--- src/rtl/inst_fetch.sv ---
// ---------------------------------------------------------------------------
// inst_fetch
//
// Fetch stage that sits directly in front of a 2^AW x IW combinational
// instruction ROM. It owns the program counter, drives the ROM address from
// it, and captures the ROM word into a fetch register (instruction, PC,
// valid) for the decode stage. A small IDLE/RUN/DONE sequencer starts and
// halts a program run. Absolute branches squash the one wrong-path fetch.
// A saturating counter records how many cycles the run has spent in RUN.
//
// Ports
//   Clk            in   rising-edge clock
//   Reset_n        in   asynchronous active-low reset
//   start          in   begin a run at start_addr (only from IDLE or DONE)
//   start_addr     in   [AW] first instruction address
//   stall          in   decode not ready: hold fetch register and PC
//   branch_taken   in   redirect to branch_target (needs inst_valid)
//   branch_target  in   [AW] absolute branch target
//   halt_req       in   decode holds a halt instruction (needs inst_valid)
//   rom_addr       out  [AW] ROM address, always equal to the PC register
//   rom_data       in   [IW] combinational ROM data for rom_addr
//   inst_q         out  [IW] registered instruction
//   inst_pc        out  [AW] address inst_q was fetched from
//   inst_valid     out  inst_q is a live instruction
//   busy           out  sequencer is in RUN
//   done           out  sequencer is in DONE (held until the next start)
//   cycle_count    out  [CW] RUN cycles of the current/last run, saturating
// ---------------------------------------------------------------------------
module inst_fetch #(
    parameter int AW = 11,
    parameter int IW = 9,
    parameter int CW = 16
) (
    input  logic          Clk,
    input  logic          Reset_n,
    input  logic          start,
    input  logic [AW-1:0] start_addr,
    input  logic          stall,
    input  logic          branch_taken,
    input  logic [AW-1:0] branch_target,
    input  logic          halt_req,
    output logic [AW-1:0] rom_addr,
    input  logic [IW-1:0] rom_data,
    output logic [IW-1:0] inst_q,
    output logic [AW-1:0] inst_pc,
    output logic          inst_valid,
    output logic          busy,
    output logic          done,
    output logic [CW-1:0] cycle_count
);

    typedef enum logic [1:0] {
        S_IDLE = 2'd0,
        S_RUN  = 2'd1,
        S_DONE = 2'd2
    } state_t;

    state_t        state_q, state_d;
    logic [AW-1:0] pc_q,    pc_d;
    logic [IW-1:0] instr_q, instr_d;
    logic [AW-1:0] ipc_q,   ipc_d;
    logic          vld_q,   vld_d;
    logic [CW-1:0] cnt_q,   cnt_d;

    // Increment that sticks at the all-ones value instead of wrapping.
    function automatic logic [CW-1:0] sat_inc(input logic [CW-1:0] v);
        if (&v) begin
            return v;
        end
        return v + CW'(1);
    endfunction

    // Sequencer state register.
    always_ff @(posedge Clk or negedge Reset_n) begin
        if (!Reset_n) begin
            state_q <= S_IDLE;
        end else begin
            state_q <= state_d;
        end
    end

    // Sequencer next state. Halt/branch are only meaningful when the
    // fetch register holds a live instruction; otherwise they are noise.
    always_comb begin
        state_d = state_q;
        unique case (state_q)
            S_IDLE, S_DONE: begin
                if (start) begin
                    state_d = S_RUN;
                end
            end
            S_RUN: begin
                if (halt_req && vld_q) begin
                    state_d = S_DONE;
                end
            end
            default: state_d = S_IDLE;
        endcase
    end

    // Sequencer outputs, decoded purely from the state register.
    always_comb begin
        busy = (state_q == S_RUN);
        done = (state_q == S_DONE);
    end

    // Fetch datapath next-state. Priority inside RUN is halt, then branch
    // (which deliberately overrides stall so the redirect is never lost),
    // then stall, then a normal fetch.
    always_comb begin
        pc_d    = pc_q;
        instr_d = instr_q;
        ipc_d   = ipc_q;
        vld_d   = vld_q;
        cnt_d   = cnt_q;
        unique case (state_q)
            S_IDLE, S_DONE: begin
                if (start) begin
                    pc_d  = start_addr;
                    vld_d = 1'b0;
                    cnt_d = '0;
                end
            end
            S_RUN: begin
                // Every RUN edge counts, stalled and halting edges included.
                cnt_d = sat_inc(cnt_q);
                if (halt_req && vld_q) begin
                    vld_d = 1'b0;
                end else if (branch_taken && vld_q) begin
                    // The word at pc_q is wrong-path; drop it by not loading.
                    pc_d  = branch_target;
                    vld_d = 1'b0;
                end else if (!stall) begin
                    instr_d = rom_data;
                    ipc_d   = pc_q;
                    vld_d   = 1'b1;
                    pc_d    = pc_q + AW'(1);  // wraps modulo 2^AW
                end
            end
            default: begin
                vld_d = 1'b0;
            end
        endcase
    end

    // Fetch datapath registers.
    always_ff @(posedge Clk or negedge Reset_n) begin
        if (!Reset_n) begin
            pc_q    <= '0;
            instr_q <= '0;
            ipc_q   <= '0;
            vld_q   <= 1'b0;
            cnt_q   <= '0;
        end else begin
            pc_q    <= pc_d;
            instr_q <= instr_d;
            ipc_q   <= ipc_d;
            vld_q   <= vld_d;
            cnt_q   <= cnt_d;
        end
    end

    assign rom_addr    = pc_q;
    assign inst_q      = instr_q;
    assign inst_pc     = ipc_q;
    assign inst_valid  = vld_q;
    assign cycle_count = cnt_q;

endmodule

--- config.mk ---
export PLATFORM = sky130hd
export DESIGN_NAME = inst_fetch
export DESIGN_NICKNAME = d
export VERILOG_FILES = /design/src/rtl/inst_fetch.sv
export SDC_FILE = /design/constraint.sdc
export NUM_CORES = 1
export LEC_CHECK = 0
export CAP_MARGIN = 5
export CORE_ASPECT_RATIO = 0.8
export CORE_UTILIZATION = 29
export DETAILED_ROUTE_END_ITERATION = 8
export PLACE_DENSITY = 0.64
export SLEW_MARGIN = 20
export SYNTH_ARGS = -nofsm -noshare
export SYNTH_HDL_FRONTEND = slang
export SYNTH_SLANG_ARGS = --single-unit
--- constraint.sdc ---
create_clock -name Clk -period 1.8 [get_ports Clk]
set_clock_uncertainty 0.2 [all_clocks]
set_input_delay 0.27 -clock Clk [delete_from_list [all_inputs] [get_ports Clk]]
set_output_delay 0.27 -clock Clk [all_outputs]
set_load 0.02 [all_outputs]
Word-level counts from Yosys, hierarchy flattened
Index checks and enable logic that the tools add are counted.

Flip-flop bits (word level): 50. Input bits: 37. Output and inout bits: 50. Word-level logic and storage cells: 48.

Equality and inequality tests: 8. $add $sub $neg: 2. Bitwise logic cells: 3. Muxes and demuxes: 18. Reductions and logical operators: 11.

Operators with widths (count): $mux W11 (4); $mux W16 (2); $pmux W16 S2 (1); $pmux W11 S2 (1); $add A16 B1 Y16 const B (1); $reduce_and A16 Y1 (1); $add A11 B1 Y11 const B (1); $reduce_and A4 Y1 (2); $mux W1 (6); $mux W2 (2); $ne A2 B2 Y1 const B (2); $ne A4 B2 Y1 const B (1); $pmux W2 S2 (1); $reduce_and A2 Y1 (2); $ne A3 B2 Y1 const B (1); $ne A3 B3 Y1 const B (1); $not A1 Y1 (3); $reduce_and A3 Y1 (1); $eq A2 B1 Y1 const B (1); $eq A2 B2 Y1 const B (1); $logic_and A1 B1 Y1 (2); $logic_not A2 Y1 (1); $ne A2 B1 Y1 const B (1); $pmux W1 S2 (1); other kinds (2) (2).

Logic depth before layout (Yosys ltp)
Word-level depth: 5. Gate-level depth with buffers: 8. Depth with buffers taken out: 6.

Worst setup path before layout
No wires, ideal clock.

Kind: register to register. From: register cnt_q[0] (netlist: cycle_count[0]). To: register cnt_q[0] (netlist: cycle_count[0]). Cell stages (with the launch flop): 7. Path slack: -0.298 ns. Data required time: 1.475 ns. Arrival time: 1.773 ns. Period minus slack after synthesis: 2.098 ns. Cells stage by stage: dfrtp_1 > ha_1 > nand2_1 > or4_4 > nor3_2 > nor2_1 > mux2_2.

Word-level cells in the longest chain between the ends: 5.

RTL lines: start: declaration (RTL line 63) `logic [CW-1:0] cnt_q, cnt_d;`; start signal: assignment (RTL line 159) `cnt_q <= cnt_d;`; parallel branches: the longest is 5 deep, another holds $add A16 B1 Y16.

Several ways; the timed one is not identified. The select of a mux whose other input is x is not followed. A chain may end at the register's enable or synchronous reset.

Final worst setup path
From: register cnt_q[10] (netlist: cycle_count[10]). To: register cnt_q[6] (netlist: cycle_count[6]).

Word-level cells in the longest chain between the ends: 5.

RTL lines: $reduce_and A16 Y1 * (RTL line 67) `if (&v) begin`; $mux W1 (RTL line 67); $mux W1 (RTL line 116) `unique case (state_q)`; $ne A3 B3 Y1 (no line) *; $reduce_and A3 Y1 (no line) *.

Every way passes the cells marked *; elsewhere a longest branch is shown, timed or not. The select of a mux whose other input is x is not followed.

==> summary.md <==
| Metric | Value |
|---|---|
| Buffers on Ports | `86` |
| Peak VDD IR | `684 uV` |
| Mean area per synthesized cell | `10.2 sq um` |
| Core area | `8520 sq um` |
| Worst setup path class | `flop to flop` |
| I/O pins | `87` |
| Failing checks | `setup timing` |
| Worst Hold Class | `input pin to asynchronous set/reset pin` |
| #FFs+latches synth | `50` |
| Gr usage total | `17.5%` |
| Area post-placement | `4010 sq um` |
| Vias | `2,542` |
| CP Buf/Inv Count | `0` |
| Seq/Total Area, Yosys | `49.0%` |
| Final net count | `440` |
| Sequential fraction of design power | `29.0%` |
| Cell family with most CP delay | `simple AND/OR/NAND/NOR gates` |
| Vias per cell | `4.95` |
| Synth top area share | `49.0%` |
| Fin crit share | `108%` |
| Fin area | `4380 sq um` |
| Yosys warnings | `0` |
| Most frequent cells in the layout | `buf_4 (55), clkdlybuf4s50_1 (53), dfrtp_1 (31)` |
| Post-Route WL | `7780 microns` |
| Sequential cell area | `1270 sq um` |
| CTS tree | `done` |
| Initial Utilization | `30.0%` |
| R2R depth | `5` |
| Clk Latency, worst-skew pair | `0.30 ns` |
| Post-synth EDFFs | `0` |
| Worst Setup Slack, final | `-0.139 ns` |
| Final Hold Viols | `0` |
| Fillers | `775` |
| CTS buffer count | `5` |
| Startpoint types | `flop` |
| RSZ-0062 raised after global routing | `yes` |
| Psw | `2.67 mW` |
| Post-route DRC | `0` |
| H-Tree Depth | `2` |
| Max-cap violation count | `0` |
| Worst-path clk slew | `0.10 ns` |
| Setup WS pre-CTS | `-0.374 ns` |
| Clk Tree Root Cell | `clkbuf_8` |
| Worst-path fanout max | `4` |
| Initial DRC count | `92` |
| Synth area leaders | `dfrtp_1 (49%), mux2_2 (7.9%), a21oi_1 (4.1%)` |
| Dominant cell type by area after synthesis | `dfrtp_1` |
| CP max stage cell | `or4_4` |
| Worst path cell trace | `nand4_4 > or4_4 > o211a_4 > a31oi_4 > a41o_1` |
| Die width | `107 microns` |
| Layout cells sized above 1 | `37.8%` |
| Sink Count | `50` |
| Global-route wire length before repair | `12,800 microns` |
| Comb pwr share | `60.5%` |
| Critical Path Max Stage Delay | `0.59 ns` |
| Minimum clock period after layout | `1.94 ns` |
| Busiest grt layer | `met2` |
| Overall power | `6.55 mW` |
| Data arrival, critical path | `1.98 ns` |
| Syn nets | `290` |
| Power per cell area | `1500 nW/um^2` |
| Reg2reg setup slack | `-0.14 ns` |
| Fin util | `51.4%` |
| Slew @ Worst Pin | `0.362 ns` |
| Largest net degree at the start of global routing | `51` |
| Met1 Use GR | `24.0%` |
| Fin. max-slew vios | `0` |
| Die area | `9190 sq um` |
| Initial antenna violation count | `0` |
| Internal power | `3.88 mW` |
| Vias in the first global route | `2,650` |
| Drt pass-1 iters | `4` |
| Gpl congestion | `0.845` |
| Net Sw Frac | `40.8%` |
| Clock Tree Buf Depth | `2` |
| Met2 Resource Use GR | `28.6%` |
| GRT overflow | `0` |
| Syn-to-layout area delta | `71.4%` |
| CP Depth | `5` |
| Critical R2R Capture | `cycle_count[6]` |
| Status | `complete, but fails checks` |
| Overall die height | `85.9 microns` |
| Leak Pwr | `1.94 nW` |
| Synth unique cells | `54` |
| CP required | `1.84 ns` |
| Async SR Flop Fraction | `100%` |
| Primary FF master, synth | `dfrtp_1` |
| WL/cell | `15.1 microns` |
| Count of final setup violators | `29` |
| Slew headroom | `75.7%` |
| Met3 Resource Use GR | `3.34%` |
| Post-Syn Area | `2550 sq um` |
| Antenna diode count | `0` |
| Area of the multi-input gates | `1430 sq um` |
| Synthesized netlist cell count | `251` |
| Reg2reg start | `cycle_count[10]` |
| Fmax | `516 MHz` |
| Worst hold slack | `0.287 ns` |
| ANT nets after route | `0` |
| Most common cell after layout, fill and taps aside | `buf_4` |
| Clk network pwr share | `10.5%` |
| Row count | `30` |
| Hpwl dp | `5700 microns` |
| Setup crit end kind | `flop` |
[cell families (layout without fill, tap and decap cells)]
| logic type | after synthesis | count (layout) | share of synthesized area (%) |
|---|---|---|---|
| flops | 50 | 50 | 49.0 |
| simple gates | 90 | 90 | 18.4 |
| xor+xnor | 14 | 14 | 4.80 |
| compound gates | 60 | 60 | 15.2 |
| mux | 19 | 19 | 8.38 |
| buf+inv | 16 | 167 | 3.23 |
| fa+ha+maj | 2 | 2 | 0.980 |
[power by group through the flow]
stage                     Sequential [mW]  Clock, mW  Combinational [mW]
after CTS                            1.89      0.717                3.60
after floorplan                      2.39          0                1.40
after global routing                 1.96      0.759                4.27
after global placement               1.90          0                3.54
final                                1.90      0.686                3.96
after detailed placement             1.91          0                3.61
[layout make-up]
class | count | share of cell area [%]
sequential | 50 | 29.1
multi-input combinational | 185 | 32.7
timing repair buffer | 154 | 32.3
tap | 112 | 3.20
clock inverter | 1 | 0.114
inverter | 5 | 0.600
clock buffer | 7 | 1.97
[per-layer routing]
layer,wire length [microns],up-vias,share of wire (%)
met5,0,-,0
met4,59,0,0.76
met3,320,6,4.1
met2,3680,69,47
met1,3720,1244,48
li1,-,1223,-
[worst reg2reg max path, stage by stage (launching register included)]
cell and delay [ns]:
dfrtp_2 0.39, nand4_4 0.15, or4_4 0.59, o211a_4 0.28
a31oi_4 0.16, a41o_1 0.11
[synth_stat cells (all sizes together) (3+ instances only)]
cell type,count
o31ai,3
o221ai,3
clkbuf,6
and3,5
xnor2,11
nand2,22
nor2,24
mux2,19
nor4,5
a21oi,21
xor2,3
nor3,5
nand3,7
inv,4
nand4,7
buf,5
a211oi,3
dfrtp,50
or3,3
o21ai,11
[through the flow]
step | setup TNS [ns] | instances
after floorplan | -1.95 | 251
after global placement | -10.03 | 497
after detailed placement | -11.89 | 497
after CTS | -0.758 | 509
after global routing | -2.57 | 514
final | -1.02 | 514
[flip-flops by register name, indices dropped and copies added (netlist names)]
| register | count |
|---|---|
| rom_addr | 11 |
| inst_pc | 11 |
| inst_q | 9 |
| inst_valid | 1 |
| cycle_count | 16 |
| state_q | 2 |
[how the worst max path moves through the flow]
stage / startpoint / endpoint / slack, ns
4_1_cts: cycle_count[0] / cycle_count[6] / -0.12
3_5_place_dp: start / cycle_count[8] / -0.37
5_1_grt: cycle_count[0] / cycle_count[5] / -0.20
3_3_place_gp: start / cycle_count[8] / -0.36
2_1_floorplan: cycle_count[8] / cycle_count[0] / -0.17
6_report: cycle_count[10] / cycle_count[6] / -0.14
[timing repair]
action / 4_1_cts / 5_1_grt
gates resized for setup: 45 / 45
buffers inserted: 3 / 5
pin swaps: 12 / 11
endpoints found under the setup margin: 66 / 50
endpoints found under the hold margin: 50 / 0
hold buffers: 1 / 0
Note: power is estimated with default switching activity, not from simulation.
